File: config.mk
export PLATFORM = sky130hd
export DESIGN_NAME = fpm_rr_sched_flat
export DESIGN_NICKNAME = d
export VERILOG_FILES = /design/src/rtl/fpm_rr_sched_if.sv /design/src/rtl/fpm_rr_sched.sv /design/src/flat_wrapper.sv
export SDC_FILE = /design/constraint.sdc
export NUM_CORES = 1
export LEC_CHECK = 0
export BUFFER_PORTS_ARGS = -buffer_cell sky130_fd_sc_hd__clkbuf_2
export CAP_MARGIN = 0
export CORE_AREA = 2 2 163 165
export DETAILED_ROUTE_END_ITERATION = 8
export DIE_AREA = 0 0 165 167
export GPL_TIMING_DRIVEN = 1
export SETUP_SLACK_MARGIN = 0.3
export SYNTH_ARGS = -nofsm -noshare
export SYNTH_HDL_FRONTEND = slang
export SYNTH_SLANG_ARGS = --single-unit
File: constraint.sdc
create_clock -name clk -period 4.8 [get_ports clk]
set_input_delay 0.48 -clock clk [delete_from_list [all_inputs] [get_ports clk]]
set_output_delay 0.48 -clock clk [all_outputs]
set_load 0.03 [all_outputs]
File: src/rtl/fpm_rr_sched_if.sv
// fpm_rr_sched_if
// Bundles the signals between the round-robin scheduler, its requesters and
// the shared floating-point multiplier.
//   req_valid/req_ready : per-requester handshake (ready is the grant)
//   req_x/req_y         : packed 32-bit operands, requester i at [32i+31:32i]
//   req_rmode           : packed 3-bit rounding modes, requester i at [3i+2:3i]
//   mul_x/mul_y/mul_rmode/mul_valid : registered operands to the multiplier
//   mul_z/mul_ovrf/mul_udrf         : multiplier result and flags
//   rsp_valid/rsp_id/rsp_z/rsp_ovrf/rsp_udrf : one-cycle response pulse
//   busy                : at least one operation in flight
// Modports: slave = scheduler side, master = requesters plus multiplier side.
interface fpm_rr_sched_if #(
  parameter int N_REQ = 4,
  parameter int ID_W  = 2
);
  logic [N_REQ-1:0]   req_valid;
  logic [N_REQ-1:0]   req_ready;
  logic [32*N_REQ-1:0] req_x;
  logic [32*N_REQ-1:0] req_y;
  logic [3*N_REQ-1:0] req_rmode;
  logic [31:0]        mul_x;
  logic [31:0]        mul_y;
  logic [2:0]         mul_rmode;
  logic               mul_valid;
  logic [31:0]        mul_z;
  logic               mul_ovrf;
  logic               mul_udrf;
  logic               rsp_valid;
  logic [ID_W-1:0]    rsp_id;
  logic [31:0]        rsp_z;
  logic               rsp_ovrf;
  logic               rsp_udrf;
  logic               busy;

  modport slave (
    input  req_valid, req_x, req_y, req_rmode, mul_z, mul_ovrf, mul_udrf,
    output req_ready, mul_x, mul_y, mul_rmode, mul_valid,
           rsp_valid, rsp_id, rsp_z, rsp_ovrf, rsp_udrf, busy
  );

  modport master (
    output req_valid, req_x, req_y, req_rmode, mul_z, mul_ovrf, mul_udrf,
    input  req_ready, mul_x, mul_y, mul_rmode, mul_valid,
           rsp_valid, rsp_id, rsp_z, rsp_ovrf, rsp_udrf, busy
  );
endinterface

File: src/rtl/fpm_rr_sched.sv
// fpm_rr_sched
// Round-robin scheduler sharing one floating-point multiplier among N_REQ
// requesters. One grant per cycle, fully pipelined; the requester ID travels
// through a tag pipe matched to the multiplier latency and comes back with
// the product as a one-cycle response pulse.
// Ports:
//   clk  : clock, all logic on posedge
//   rst  : synchronous active-high reset
//   bus  : fpm_rr_sched_if.slave (requests, multiplier link, response, busy)
module fpm_rr_sched #(
  parameter int N_REQ   = 4,
  parameter int MUL_LAT = 1,
  parameter int ID_W    = 2
) (
  input  logic           clk,
  input  logic           rst,
  fpm_rr_sched_if.slave  bus
);

  logic [ID_W-1:0]  ptr;
  logic             found;
  int               win_idx;
  logic [N_REQ-1:0] grant;
  logic             hs;
  logic             busy_next;

  // Stage 0 is loaded together with mul_x/mul_y, so it lines up with the
  // operands; MUL_LAT further stages line the tag up with mul_z.
  logic [MUL_LAT:0] tag_v;
  logic [ID_W-1:0]  tag_id [MUL_LAT+1];

  // Rotating priority search starting at ptr, wrapping modulo N_REQ.
  always_comb begin
    found   = 1'b0;
    win_idx = 0;
    for (int k = 0; k < N_REQ; k++) begin
      if (!found && bus.req_valid[(int'(ptr) + k) % N_REQ]) begin
        found   = 1'b1;
        win_idx = (int'(ptr) + k) % N_REQ;
      end
    end
  end

  // Grants are suppressed during reset so nothing is accepted then.
  always_comb begin
    grant = '0;
    if (found && !rst) grant[win_idx] = 1'b1;
  end

  assign hs            = found & ~rst;
  assign bus.req_ready = grant;

  // busy reflects the state after this edge: the new issue plus every tag
  // that is still inside the pipe once it has shifted.
  always_comb begin
    busy_next = hs;
    for (int s = 0; s < MUL_LAT; s++) busy_next = busy_next | tag_v[s];
  end

  always_ff @(posedge clk) begin
    if (rst) begin
      ptr           <= '0;
      bus.mul_x     <= '0;
      bus.mul_y     <= '0;
      bus.mul_rmode <= '0;
      bus.mul_valid <= 1'b0;
      tag_v         <= '0;
      for (int s = 0; s <= MUL_LAT; s++) tag_id[s] <= '0;
      bus.rsp_valid <= 1'b0;
      bus.rsp_id    <= '0;
      bus.rsp_z     <= '0;
      bus.rsp_ovrf  <= 1'b0;
      bus.rsp_udrf  <= 1'b0;
      bus.busy      <= 1'b0;
    end else begin
      bus.mul_valid <= hs;
      tag_v[0]      <= hs;
      // Operands hold their last values when nothing is issued.
      if (hs) begin
        bus.mul_x     <= bus.req_x[32*win_idx +: 32];
        bus.mul_y     <= bus.req_y[32*win_idx +: 32];
        bus.mul_rmode <= bus.req_rmode[3*win_idx +: 3];
        ptr           <= ID_W'((win_idx + 1) % N_REQ);
        tag_id[0]     <= ID_W'(win_idx);
      end
      for (int s = 1; s <= MUL_LAT; s++) begin
        tag_v[s]  <= tag_v[s-1];
        tag_id[s] <= tag_id[s-1];
      end
      // The tag leaving the last stage is aligned with mul_z.
      bus.rsp_valid <= tag_v[MUL_LAT];
      if (tag_v[MUL_LAT]) begin
        bus.rsp_id   <= tag_id[MUL_LAT];
        bus.rsp_z    <= bus.mul_z;
        bus.rsp_ovrf <= bus.mul_ovrf;
        bus.rsp_udrf <= bus.mul_udrf;
      end
      bus.busy <= busy_next;
    end
  end

endmodule
File: src/flat_wrapper.sv
// flat-port wrapper written by rule: the top's interface ports become plain ports
module fpm_rr_sched_flat 
#(
  parameter int N_REQ   = 4,
  parameter int MUL_LAT = 1,
  parameter int ID_W    = 2
)
  (clk, rst, bus_req_valid, bus_req_x, bus_req_y, bus_req_rmode, bus_mul_z, bus_mul_ovrf, bus_mul_udrf, bus_req_ready, bus_mul_x, bus_mul_y, bus_mul_rmode, bus_mul_valid, bus_rsp_valid, bus_rsp_id, bus_rsp_z, bus_rsp_ovrf, bus_rsp_udrf, bus_busy);
  fpm_rr_sched_if #(.N_REQ(N_REQ), .ID_W(ID_W)) bus_i ();
  input  logic clk;
  input  logic rst;
  input wire logic [$bits(bus_i.req_valid)-1:0] bus_req_valid;
  input wire logic [$bits(bus_i.req_x)-1:0] bus_req_x;
  input wire logic [$bits(bus_i.req_y)-1:0] bus_req_y;
  input wire logic [$bits(bus_i.req_rmode)-1:0] bus_req_rmode;
  input wire logic [$bits(bus_i.mul_z)-1:0] bus_mul_z;
  input wire logic [$bits(bus_i.mul_ovrf)-1:0] bus_mul_ovrf;
  input wire logic [$bits(bus_i.mul_udrf)-1:0] bus_mul_udrf;
  output wire logic [$bits(bus_i.req_ready)-1:0] bus_req_ready;
  output wire logic [$bits(bus_i.mul_x)-1:0] bus_mul_x;
  output wire logic [$bits(bus_i.mul_y)-1:0] bus_mul_y;
  output wire logic [$bits(bus_i.mul_rmode)-1:0] bus_mul_rmode;
  output wire logic [$bits(bus_i.mul_valid)-1:0] bus_mul_valid;
  output wire logic [$bits(bus_i.rsp_valid)-1:0] bus_rsp_valid;
  output wire logic [$bits(bus_i.rsp_id)-1:0] bus_rsp_id;
  output wire logic [$bits(bus_i.rsp_z)-1:0] bus_rsp_z;
  output wire logic [$bits(bus_i.rsp_ovrf)-1:0] bus_rsp_ovrf;
  output wire logic [$bits(bus_i.rsp_udrf)-1:0] bus_rsp_udrf;
  output wire logic [$bits(bus_i.busy)-1:0] bus_busy;
  assign bus_i.req_valid = bus_req_valid;
  assign bus_i.req_x = bus_req_x;
  assign bus_i.req_y = bus_req_y;
  assign bus_i.req_rmode = bus_req_rmode;
  assign bus_i.mul_z = bus_mul_z;
  assign bus_i.mul_ovrf = bus_mul_ovrf;
  assign bus_i.mul_udrf = bus_mul_udrf;
  assign bus_req_ready = bus_i.req_ready;
  assign bus_mul_x = bus_i.mul_x;
  assign bus_mul_y = bus_i.mul_y;
  assign bus_mul_rmode = bus_i.mul_rmode;
  assign bus_mul_valid = bus_i.mul_valid;
  assign bus_rsp_valid = bus_i.rsp_valid;
  assign bus_rsp_id = bus_i.rsp_id;
  assign bus_rsp_z = bus_i.rsp_z;
  assign bus_rsp_ovrf = bus_i.rsp_ovrf;
  assign bus_rsp_udrf = bus_i.rsp_udrf;
  assign bus_busy = bus_i.busy;
  fpm_rr_sched #(.N_REQ(N_REQ), .MUL_LAT(MUL_LAT), .ID_W(ID_W)) u_core (.clk(clk), .rst(rst), .bus(bus_i));
endmodule
==> results of run 1 <==
## logic make-up (layout without fill, tap and decap cells)
| logic type | after synthesis | after routing | share of synthesized area (%) |
|---|---|---|---|
| AO/OA/AOI/OAI | 76 | 76 | 11.11 |
| adder cells (fa/ha/maj) | 6 | 6 | 1.263 |
| buffers and inverters | 59 | 460 | 4.525 |
| flip-flops | 113 | 113 | 38.73 |
| multiplexers | 173 | 173 | 30.44 |
| other | 1 | 2 | 0.06308 |
| AND/OR/NAND/NOR | 139 | 139 | 13.87 |
## registers in the layout (all words and copies together) (netlist names)
name	flops
u_core.bus.rsp_z	32
u_core.bus.rsp_id	2
u_core.bus.mul_y	32
u_core.tag_id	4
u_core.bus.rsp_udrf	1
u_core.bus.mul_rmode	3
u_core.bus.busy	1
u_core.bus.rsp_ovrf	1
u_core.bus.mul_x	32
u_core.ptr	2
u_core.bus.rsp_valid	1
u_core.tag_v	2
## how the worst max path moves through the flow
stage,startpoint,to,slack (ps),depth (start not counted)
3_5_place_dp,bus_req_valid[0],u_core.bus.mul_rmode[1]$_SDFFE_PP0P_,1710,10
2_1_floorplan,bus_req_valid[0],u_core.bus.mul_rmode[1]$_SDFFE_PP0P_,1820,12
3_3_place_gp,bus_req_valid[0],u_core.bus.mul_rmode[1]$_SDFFE_PP0P_,1800,10
5_1_grt,u_core.ptr[1]$_SDFFE_PP0P_,bus_req_ready[0],1560,8
4_1_cts,u_core.ptr[1]$_SDFFE_PP0P_,bus_req_ready[0],1700,8
6_report,u_core.ptr[1]$_SDFFE_PP0P_,bus_req_ready[0],1750,8
## through the flow
stage               util (%)  hold slack, ps  power, uW
finish                 34.35           306.3       3553
global route           34.35           284.5       3740
CTS                    34.35           279.0       3613
detailed placement     32.17           456.0       2357
global placement       32.17           462.3       2344
floorplan                  -           456.3       1960
## layout make-up
cell class	count	area (um^2)	share of cell area [%]
multi-input combinational	396	3398	38.40
sequential	113	2303	26.03
timing repair buffer	423	2147	24.26
clock buffer	18	429.2	4.849
tap	335	419.2	4.736
clock inverter	14	131.4	1.485
inverter	5	21.27	0.2404
## power breakdown
part	internal (uW)	switching, uW	leakage [uW]
clock	721	503	0.000278
combinational	465	704	0.00336
sequential	1080	77.2	0.000946
## synthesized netlist by cell type, types with 3 or more instances
library cell / count / area share, %
o221ai_1: 64 / 9.4
mux4_2: 6 / 2.3
edfxtp_1: 4 / 2.0
mux2i_1: 165 / 28
clkbuf_1: 21 / 1.3
inv_1: 3 / 0.19
dfxtp_1: 109 / 37
nor2b_1: 7 / 0.74
nand3b_1: 65 / 8.2
and2_1: 5 / 0.53
nand2_1: 7 / 0.44
ha_1: 6 / 1.3
nor2_1: 46 / 2.9
buf_2: 29 / 2.4
## routing by layer
| layer | GRT usage (%) | wire (um) | share of wire, % |
|---|---|---|---|
| met1 | 17.23 | 8584 | 41 |
| met5 | 0 | 13 | 0.062 |
| met4 | 4.083 | 277 | 1.3 |
| met2 | 25.29 | 10280 | 49 |
| met3 | 3.811 | 1720 | 8.2 |
## layout by cell type, fill, tap and decap left out, types with 5 or more instances in the layout
cell,n
and2_1,5
buf_4,6
clkbuf_16,17
clkbuf_2,416
dfxtp_1,108
ha_1,6
mux2i_1,165
mux4_2,6
nand2_1,5
nand3b_1,65
nor2_1,46
nor2b_1,7
o221ai_1,64
## worst max-delay path, delay by kind of cell (launching register included)
family / cells / cell delay, ps
AO/OA/AOI/OAI: 2 / 280
adder cells (fa/ha/maj): 1 / 290
buffers and inverters: 2 / 830
flip-flops: 1 / 440
AND/OR/NAND/NOR: 3 / 280
==> results.ini, run 1 <==
[drt]
wl_per_cell_um = 16.01
first_pass_iters = 4
ant_nets = 0
drc = 0
drt-vias-per-instance = 4.612
vias = 6014
wl_mm = 20.87
drt_iter0_markers = 244

[global_routing]
grt_overflow_total = 0
grt_max_degree = 132
antenna_found_initial = 1
grt_use_total_pct = 14.45
grt_pass1_wl_mm = 30.95
first_global_vias = 5780

[synth]
ys_ff_latch = 113
netlist_instances = 567
seq_area_frac_synth_pct = 38.73
synth_edf_count = 4
syn_area_um2 = 5944
post_synth.cell_area_avg_um2 = 10.48
ys.flop_type = dfxtp_1
async_flop_share_pct = 0
yosysWarnings = 0
ys_types = 40

[clock_tree]
htree_levels = 4
hold_buffers = 0
clock_tree.root_cell = clkbuf_16
post_cts_buffers = 0
clkTransAtPathRegs_ps = 60
clk_latency_ps = 410
cts_buffers = 17
cts_resized = 0
cts_tree = yes
cts_sinks = 113
cts.path.max_buffers = 2

[critical_path]
start_kind = flip-flop
r2r_slack_ps = 1960
path_class = reg -> out
r2r_cells = 9
r2r_start = u_core.ptr[0]$_SDFFE_PP0P_
cp-end-kind = output pin
path_cells = nand2_1 > nand2_1 > a21boi_1 > o22ai_4 > buf_12 > ha_1 > and2_1 > clkbuf_2
slowest_stage = buf_12
r2r-end = u_core.bus.mul_rmode[1]$_SDFFE_PP0P_
critical_path_required_ps = 4320
cp.arrival_ps = 2570
crit_fanout = 131
path_common_cell = nand2_1
cp_slowest_stage_delay_ps = 620

[power]
leakagePower_uw = 0.004587
ir_drop_mv = 0.2232
p_per_area_nw_per_um2 = 401.5

[placement]
port_buffers = 417
routabilityCongestion = 0.8209
place_inst = 1272
pre_cts_ws_ps = 1713
place_area_um2 = 8289
hpwlAfterDp_mm = 15.70

[final_layout]
stdcell_count = 1304
insertedDiodeCount = 0
areaGrowthSynthToFinish_pct = 48.87
fin_nets = 1270
layout-drive-gt1-share_pct = 48.71
nFillCells = 2656
final_area_um2 = 8850

[min_path]
min_from = bus_mul_z[5]
hold_path_end = u_core.bus.rsp_z[5]$_SDFFE_PP0P_
hp-class = in -> reg
min_path_cells = 3

[die]
dieHeight_um = 167
die_w_um = 165
num_rows = 59
die-area_um2 = 27560
core_area_um2 = 25760
io_pins = 418
start_util_pct = 23.07

[run_status]
outcome = finished clean

[sta]
setup_violations = 0
max_freq_ghz = 0.3282
tns_ps = 0
finalMaxSlewViolations = 0
hold_viol = 0
min_period_ps = 3047
finClkSkew_ps = 11.31
slew_headroom_pct = 30.67
period_share_pct = 63.47
rsz0062_at_grt = no
worst_pin_slew_ps = 1036
finalWorstSetupSlack_ps = 1753

[job]
maxCapViolCount = 0

Note: power is estimated with default switching activity, not from simulation.
==> run 2: changes to the inputs <==
Clock period 4.8 ns to 3 ns, I/O delays scaled along.
==> run 2 against run 1 <==
Compared with the run above:
- sequential share of layout area fell by 0.38 points
- flip-flop and latch count unchanged
- via count rose by 0.45%
- largest power group is now combinational cells
- worst setup slack got worse by 1300 ps
- clock power up 55%
- highest routed layer is now met4
- non-clock buffer count increased by 10
- first-iteration DRC count up 28%
- global-route usage increased by 0.75 points
==> results.ini, run 2 (same netlist as run 1, synthesis figures left out) <==
[die]
io_pins = 418  ; unchanged
die-area_um2 = 27560  ; unchanged
core_area_um2 = 25760  ; unchanged
die_w_um = 165  ; unchanged
num_rows = 59  ; unchanged
dieHeight_um = 167  ; unchanged
start_util_pct = 23.07  ; unchanged

[clock_tree]
cts_tree = yes
htree_levels = 4  ; unchanged
clock_tree.root_cell = clkbuf_16
cts_sinks = 113  ; unchanged
cts_buffers = 17  ; unchanged
clkTransAtPathRegs_ps = 60  ; about the same
clk_latency_ps = 400  ; about the same
hold_buffers = 0  ; unchanged
cts.path.max_buffers = 2  ; unchanged

[final_layout]
final_area_um2 = 8980  ; +1.5%
areaGrowthSynthToFinish_pct = 51.06
stdcell_count = 1314  ; +0.77%
top_regs = u_core.bus.mul_x x32, u_core.bus.mul_y x32, u_core.bus.rsp_z x32
mostFrequentLayoutCells = 416 x clkbuf_2, 165 x mux2i_1, 108 x dfxtp_1, 65 x nand3b_1, 64 x o221ai_1
insertedDiodeCount = 0  ; unchanged
fin_util_pct = 34.86  ; +0.50 points
fin_nets = 1280  ; +0.79%
final_common_cell = clkbuf_2
layout-drive-gt1-share_pct = 49.44  ; +0.73 points
nFillCells = 2660  ; +0.15%

[global_routing]
antenna_found_initial = 0  ; -1
first_global_vias = 6062  ; +4.9%
grt_max_degree = 66  ; -50%
grt_use_total_pct = 15.20  ; +0.75 points
grt_overflow_total = 0  ; unchanged
grt_pass1_wl_mm = 32.37  ; +4.6%

[drt]
ant_nets = 0  ; unchanged
wl_per_cell_um = 16.73  ; +4.5%
wl_mm = 21.99  ; +5.3%
vias = 6041  ; +0.45%
drt_iter0_markers = 312  ; +28%
drc = 0  ; unchanged
drt-vias-per-instance = 4.597  ; -0.32%
first_pass_iters = 6  ; +2

[sta]
slew_headroom_pct = 38.46  ; +7.8 points
finClkSkew_ps = 8.916  ; -2.398 ps
hold_slack_ps = 133.6  ; -172.6 ps
min_period_ps = 2551
finalMaxSlewViolations = 0  ; unchanged
worst_pin_slew_ps = 923.2  ; -113.1 ps
setup_violations = 0  ; unchanged
tns_ps = 0  ; unchanged
period_share_pct = 85.05
rsz0062_at_grt = no
hold_viol = 0  ; unchanged
max_freq_ghz = 0.3919

[critical_path]
path_cells = and2b_1 > a21oi_1 > o221a_2 > inv_4 > ha_2 > mux4_2 > mux4_2 > nand2_1 > a21oi_1
crit_buf_inv = 1  ; -1
cp-end-kind = flip-flop
crit_fanout = 8  ; -94%
path_class = reg -> reg
cp.arrival_ps = 2820  ; +250 ps
worst_path_dominant_cell_family = multiplexers
cp_slowest_stage_delay_ps = 540  ; -80 ps
start_kind = flip-flop
slowest_stage = mux4_2
critical_path_required_ps = 3270  ; -1050 ps

[placement]
place_area_um2 = 8344  ; +0.66%
place_inst = 1278  ; +0.47%
hpwlAfterDp_mm = 15.71  ; about the same
port_buffers = 417  ; unchanged
routabilityCongestion = 0.8405  ; +2.4%

[power]
ir_drop_mv = 0.2112  ; -5.4%
p_per_area_nw_per_um2 = 635.4  ; +58%
leakagePower_uw = 0.004668  ; +1.8%

[min_path]
hp-class = in -> reg

[job]
maxCapViolCount = 0  ; unchanged

[run_status]
outcome = finished clean

[run 2: cell count changes in the layout (fill, tap and decap cells not counted), sizes merged]
cell    previous run  this run
bufinv             1         0
inv               11        10
clkinv             6         8
bufbuf             0         2
buf                7        15
[run 2: per-layer routing]
metal | vias up | GRT usage (%) | wire (um) | share of wire (%)
met5 | - | 0 | 0 | 0
met4 | 0 | 5.482 | 489 | 2.2
met3 | 23 | 4.284 | 1796 | 8.2
met2 | 281 | 26.41 | 10740 | 49
met1 | 2780 | 17.64 | 8967 | 41
li1 | 2957 | - | - | -
[run 2: final cells by class]
type | instances | area [um^2] | share of cell area, %
Clock inverter | 14 | 106.4 | 1.184
Inverter | 5 | 21.27 | 0.2369
Timing Repair Buffer | 433 | 2290 | 25.50
Tap cell | 335 | 419.2 | 4.668
Multi-Input combinational cell | 396 | 3401 | 37.87
Clock buffer | 18 | 439.2 | 4.891
Sequential cell | 113 | 2303 | 25.65
[run 2: worst paths after layout]
| path | from | end | slack (ps) | cells past startpoint |
|---|---|---|---|---|
| worst min-delay path | bus_mul_z[14] | u_core.bus.rsp_z[14]$_SDFFE_PP0P_ | 130 | 3 |
| worst min register to register | u_core.bus.mul_rmode[1]$_SDFFE_PP0P_ | u_core.bus.mul_rmode[1]$_SDFFE_PP0P_ | 480 | 2 |
| worst max register to register | u_core.ptr[0]$_SDFFE_PP0P_ | u_core.bus.mul_rmode[1]$_SDFFE_PP0P_ | 450 | 9 |
| worst max-delay path | u_core.ptr[0]$_SDFFE_PP0P_ | u_core.bus.mul_rmode[1]$_SDFFE_PP0P_ | 450 | 9 |
[run 2: power breakdown]
| group | switching (uW) | internal, uW |
|---|---|---|
| clock network | 799 | 1090 |
| logic | 1150 | 802 |
| registers | 131 | 1730 |
[run 2: through the flow]
step                      total power (uW)  worst slack [ps]
after global routing                  6005             318.4
after detailed placement              3781             268.7
after CTS                             5797             319.2
final                                 5706             448.5
after global placement                3769             319.0
after floorplan                       3140             303.1
[run 2: repair_timing]
item,in CTS,in global routing
setup buffers,0,2
endpoints found under the setup margin,2,5
pin swaps,0,1
resized for setup,2,0
gates cloned,2,0
[run 2: tightest hold or removal path: stages]
cell and delay [ps]:
clkbuf_2 70, mux2i_1 60, nor2_1 70
==> run 3: changes to the inputs <==
Settings changed: CORE_AREA 2 2 163 165 to 2 2 162 164, CTS_BUF_LIST set to sky130_fd_sc_hd__clkbuf_4 sky130_fd_sc_hd__clkbuf_8, DIE_AREA 0 0 165 167 to 0 0 164 166.
==> run 3 against run 2 <==
Compared with the run above:
- highest routed layer unchanged
- utilization is 0.54 points lower
- combinational power hardly changed
- register-to-register slack better by 70 ps
- sequential share of layout area is 0.55 points higher
==> results.ini, run 3 (same netlist as run 1, synthesis figures left out) <==
[sta]
setup_violations = 0  ; unchanged
period_share_pct = 82.59  ; -2.5 points
hold_viol = 0  ; unchanged
slew_headroom_pct = 26.57  ; -12 points
worst_pin_slew_ps = 1101  ; +178.3 ps
max_freq_ghz = 0.4036  ; +3.0%
finClkSkew_ps = 10.60  ; +1.683 ps
tns_ps = 0  ; unchanged
finalMaxSlewViolations = 0  ; unchanged
rsz0062_at_grt = no
min_period_ps = 2478  ; -73.79 ps

[critical_path]
start_kind = flip-flop
path_class = reg -> reg
critical_path_required_ps = 3310  ; +40 ps
cp.arrival_ps = 2780  ; -40 ps
crit_fanout = 8  ; unchanged
cp-end-kind = flip-flop

[die]
die_w_um = 164  ; -0.61%
core_area_um2 = 25620  ; -0.57%
die-area_um2 = 27220  ; -1.2%
num_rows = 59  ; unchanged
start_util_pct = 23.21  ; +0.13 points
io_pins = 418  ; unchanged
dieHeight_um = 166  ; -0.60%

[global_routing]
grt_overflow_total = 0  ; unchanged
first_global_vias = 5696  ; -6.0%
grt_max_degree = 70  ; +6.1%
grt_pass1_wl_mm = 31.68  ; -2.2%
grt_use_total_pct = 15.07  ; -0.13 points
antenna_found_initial = 0  ; unchanged

[power]
ir_drop_mv = 0.2207  ; +4.5%
pwr-share-seq_pct = 35.2  ; +2.6 points
p_per_area_nw_per_um2 = 602.7  ; -5.1%
sw_frac_of_total_pct = 37.90  ; +1.4 points
combPwrFrac_pct = 36.4  ; +2.1 points
intPower_uw = 3290  ; -9.2%
pwr-share-clk_pct = 28.4  ; -4.7 points
leakagePower_uw = 0.004563  ; -2.3%
power_switching_uw = 2008  ; -3.6%

[drt]
drc = 0  ; unchanged
vias = 6014  ; -0.45%
drt-vias-per-instance = 4.587  ; -0.22%
first_pass_iters = 4  ; -2
drt_iter0_markers = 257  ; -18%
ant_nets = 0  ; unchanged
wl_mm = 21.80  ; -0.86%
wl_per_cell_um = 16.63  ; -0.64%

[placement]
hpwlAfterDp_mm = 15.73  ; +0.15%
port_buffers = 417  ; unchanged
place_inst = 1275  ; -0.23%
routabilityCongestion = 0.8262  ; -1.7%

[clock_tree]
clk_latency_ps = 430  ; +30 ps
cts.path.max_buffers = 2  ; unchanged
clkTransAtPathRegs_ps = 90  ; +30 ps
clock_tree.root_cell = clkbuf_8
cts_buffers = 17  ; unchanged
htree_levels = 4  ; unchanged
cts_tree = yes
cts_sinks = 113  ; unchanged

[job]
maxCapViolCount = 0  ; unchanged

[final_layout]
layout-drive-gt1-share_pct = 49.28  ; -0.16 points
fin_util_pct = 34.32  ; -0.54 points
stdcell_count = 1311  ; -0.23%
mostFrequentLayoutCells = 416 x clkbuf_2, 165 x mux2i_1, 108 x dfxtp_1, 65 x nand3b_1, 64 x o221ai_1
final_common_cell = clkbuf_2
nFillCells = 2690  ; +1.1%
insertedDiodeCount = 0  ; unchanged
top_regs = u_core.bus.mul_x x32, u_core.bus.mul_y x32, u_core.bus.rsp_z x32
areaGrowthSynthToFinish_pct = 47.88
fin_nets = 1277  ; -0.23%

[min_path]
hp-class = in -> reg

[run_status]
outcome = finished clean

==> run 3: cell type report <==
class,count,area [um^2],area share (%)
inverters,5,21.27,0.2420
well taps,335,419.2,4.768
flip-flops and latches,113,2303,26.20
clock buffers,18,247.7,2.818
multi-input cells,396,3411,38.80
repair buffers,430,2233,25.41
clock inverters,14,155.1,1.765
==> run 3: power groups by stage <==
stage | registers [uW] | logic, uW | clock network, uW
5_1_grt | 1890 | 2070 | 1660
2_1_floorplan | 2270 | 868 | 0
3_5_place_dp | 1900 | 1870 | 0
3_3_place_gp | 1890 | 1860 | 0
4_1_cts | 1870 | 1910 | 1590
6_report | 1860 | 1930 | 1510
==> run 3: worst paths after layout <==
check                                                           from  slack, ps                              endpoint  cells after the start
worst max-delay path                      u_core.ptr[0]$_SDFFE_PP0P_        520  u_core.bus.mul_rmode[1]$_SDFFE_PP0P_                      9
worst min-delay path                                    bus_mul_z[8]        100      u_core.bus.rsp_z[8]$_SDFFE_PP0P_                      3
worst max register to register            u_core.ptr[0]$_SDFFE_PP0P_        520  u_core.bus.mul_rmode[1]$_SDFFE_PP0P_                      9
worst min register to register  u_core.bus.mul_rmode[1]$_SDFFE_PP0P_        470  u_core.bus.mul_rmode[1]$_SDFFE_PP0P_                      2
==> run 3: layer usage <==
metal / track usage [%] / share of wire [%] / vias to the layer above
met5: 0 / 0 / -
met4: 3.432 / 0.90 / 0
met3: 4.071 / 8.3 / 14
met2: 25.39 / 49 / 294
met1: 19.12 / 42 / 2766
li1: - / - / 2940
==> run 3: repair_timing <==
item	in CTS	in global routing
gates resized for setup	1	3
cloned	1	1
setup buffers	0	2
setup endpoints to repair	2	4
hold buffers	0	0
pin swaps	0	1
==> run 3: through the flow <==
stage / worst slack, ps / area [um^2] / hold slack (ps) / total power, uW
after floorplan: 303.1 / 5954 / 442.4 / 3140
after global placement: 286.7 / 8312 / 459.3 / 3751
after detailed placement: 262.0 / 8312 / 458.0 / 3766
after CTS: 228.0 / 8755 / 61.18 / 5369
after global routing: 377.2 / 8791 / 62.71 / 5613
final: 522.3 / 8791 / 101.9 / 5298
==> run 3: worst max-delay path, cell delays in order, from the launching register on <==
cell     delay [ps]
dfxtp_1         370
and2b_1         210
nor2_1          170
o22ai_4         100
inv_1           160
ha_4            220
mux4_2          530
mux4_2          460
nand2_1          80
a21oi_1          60
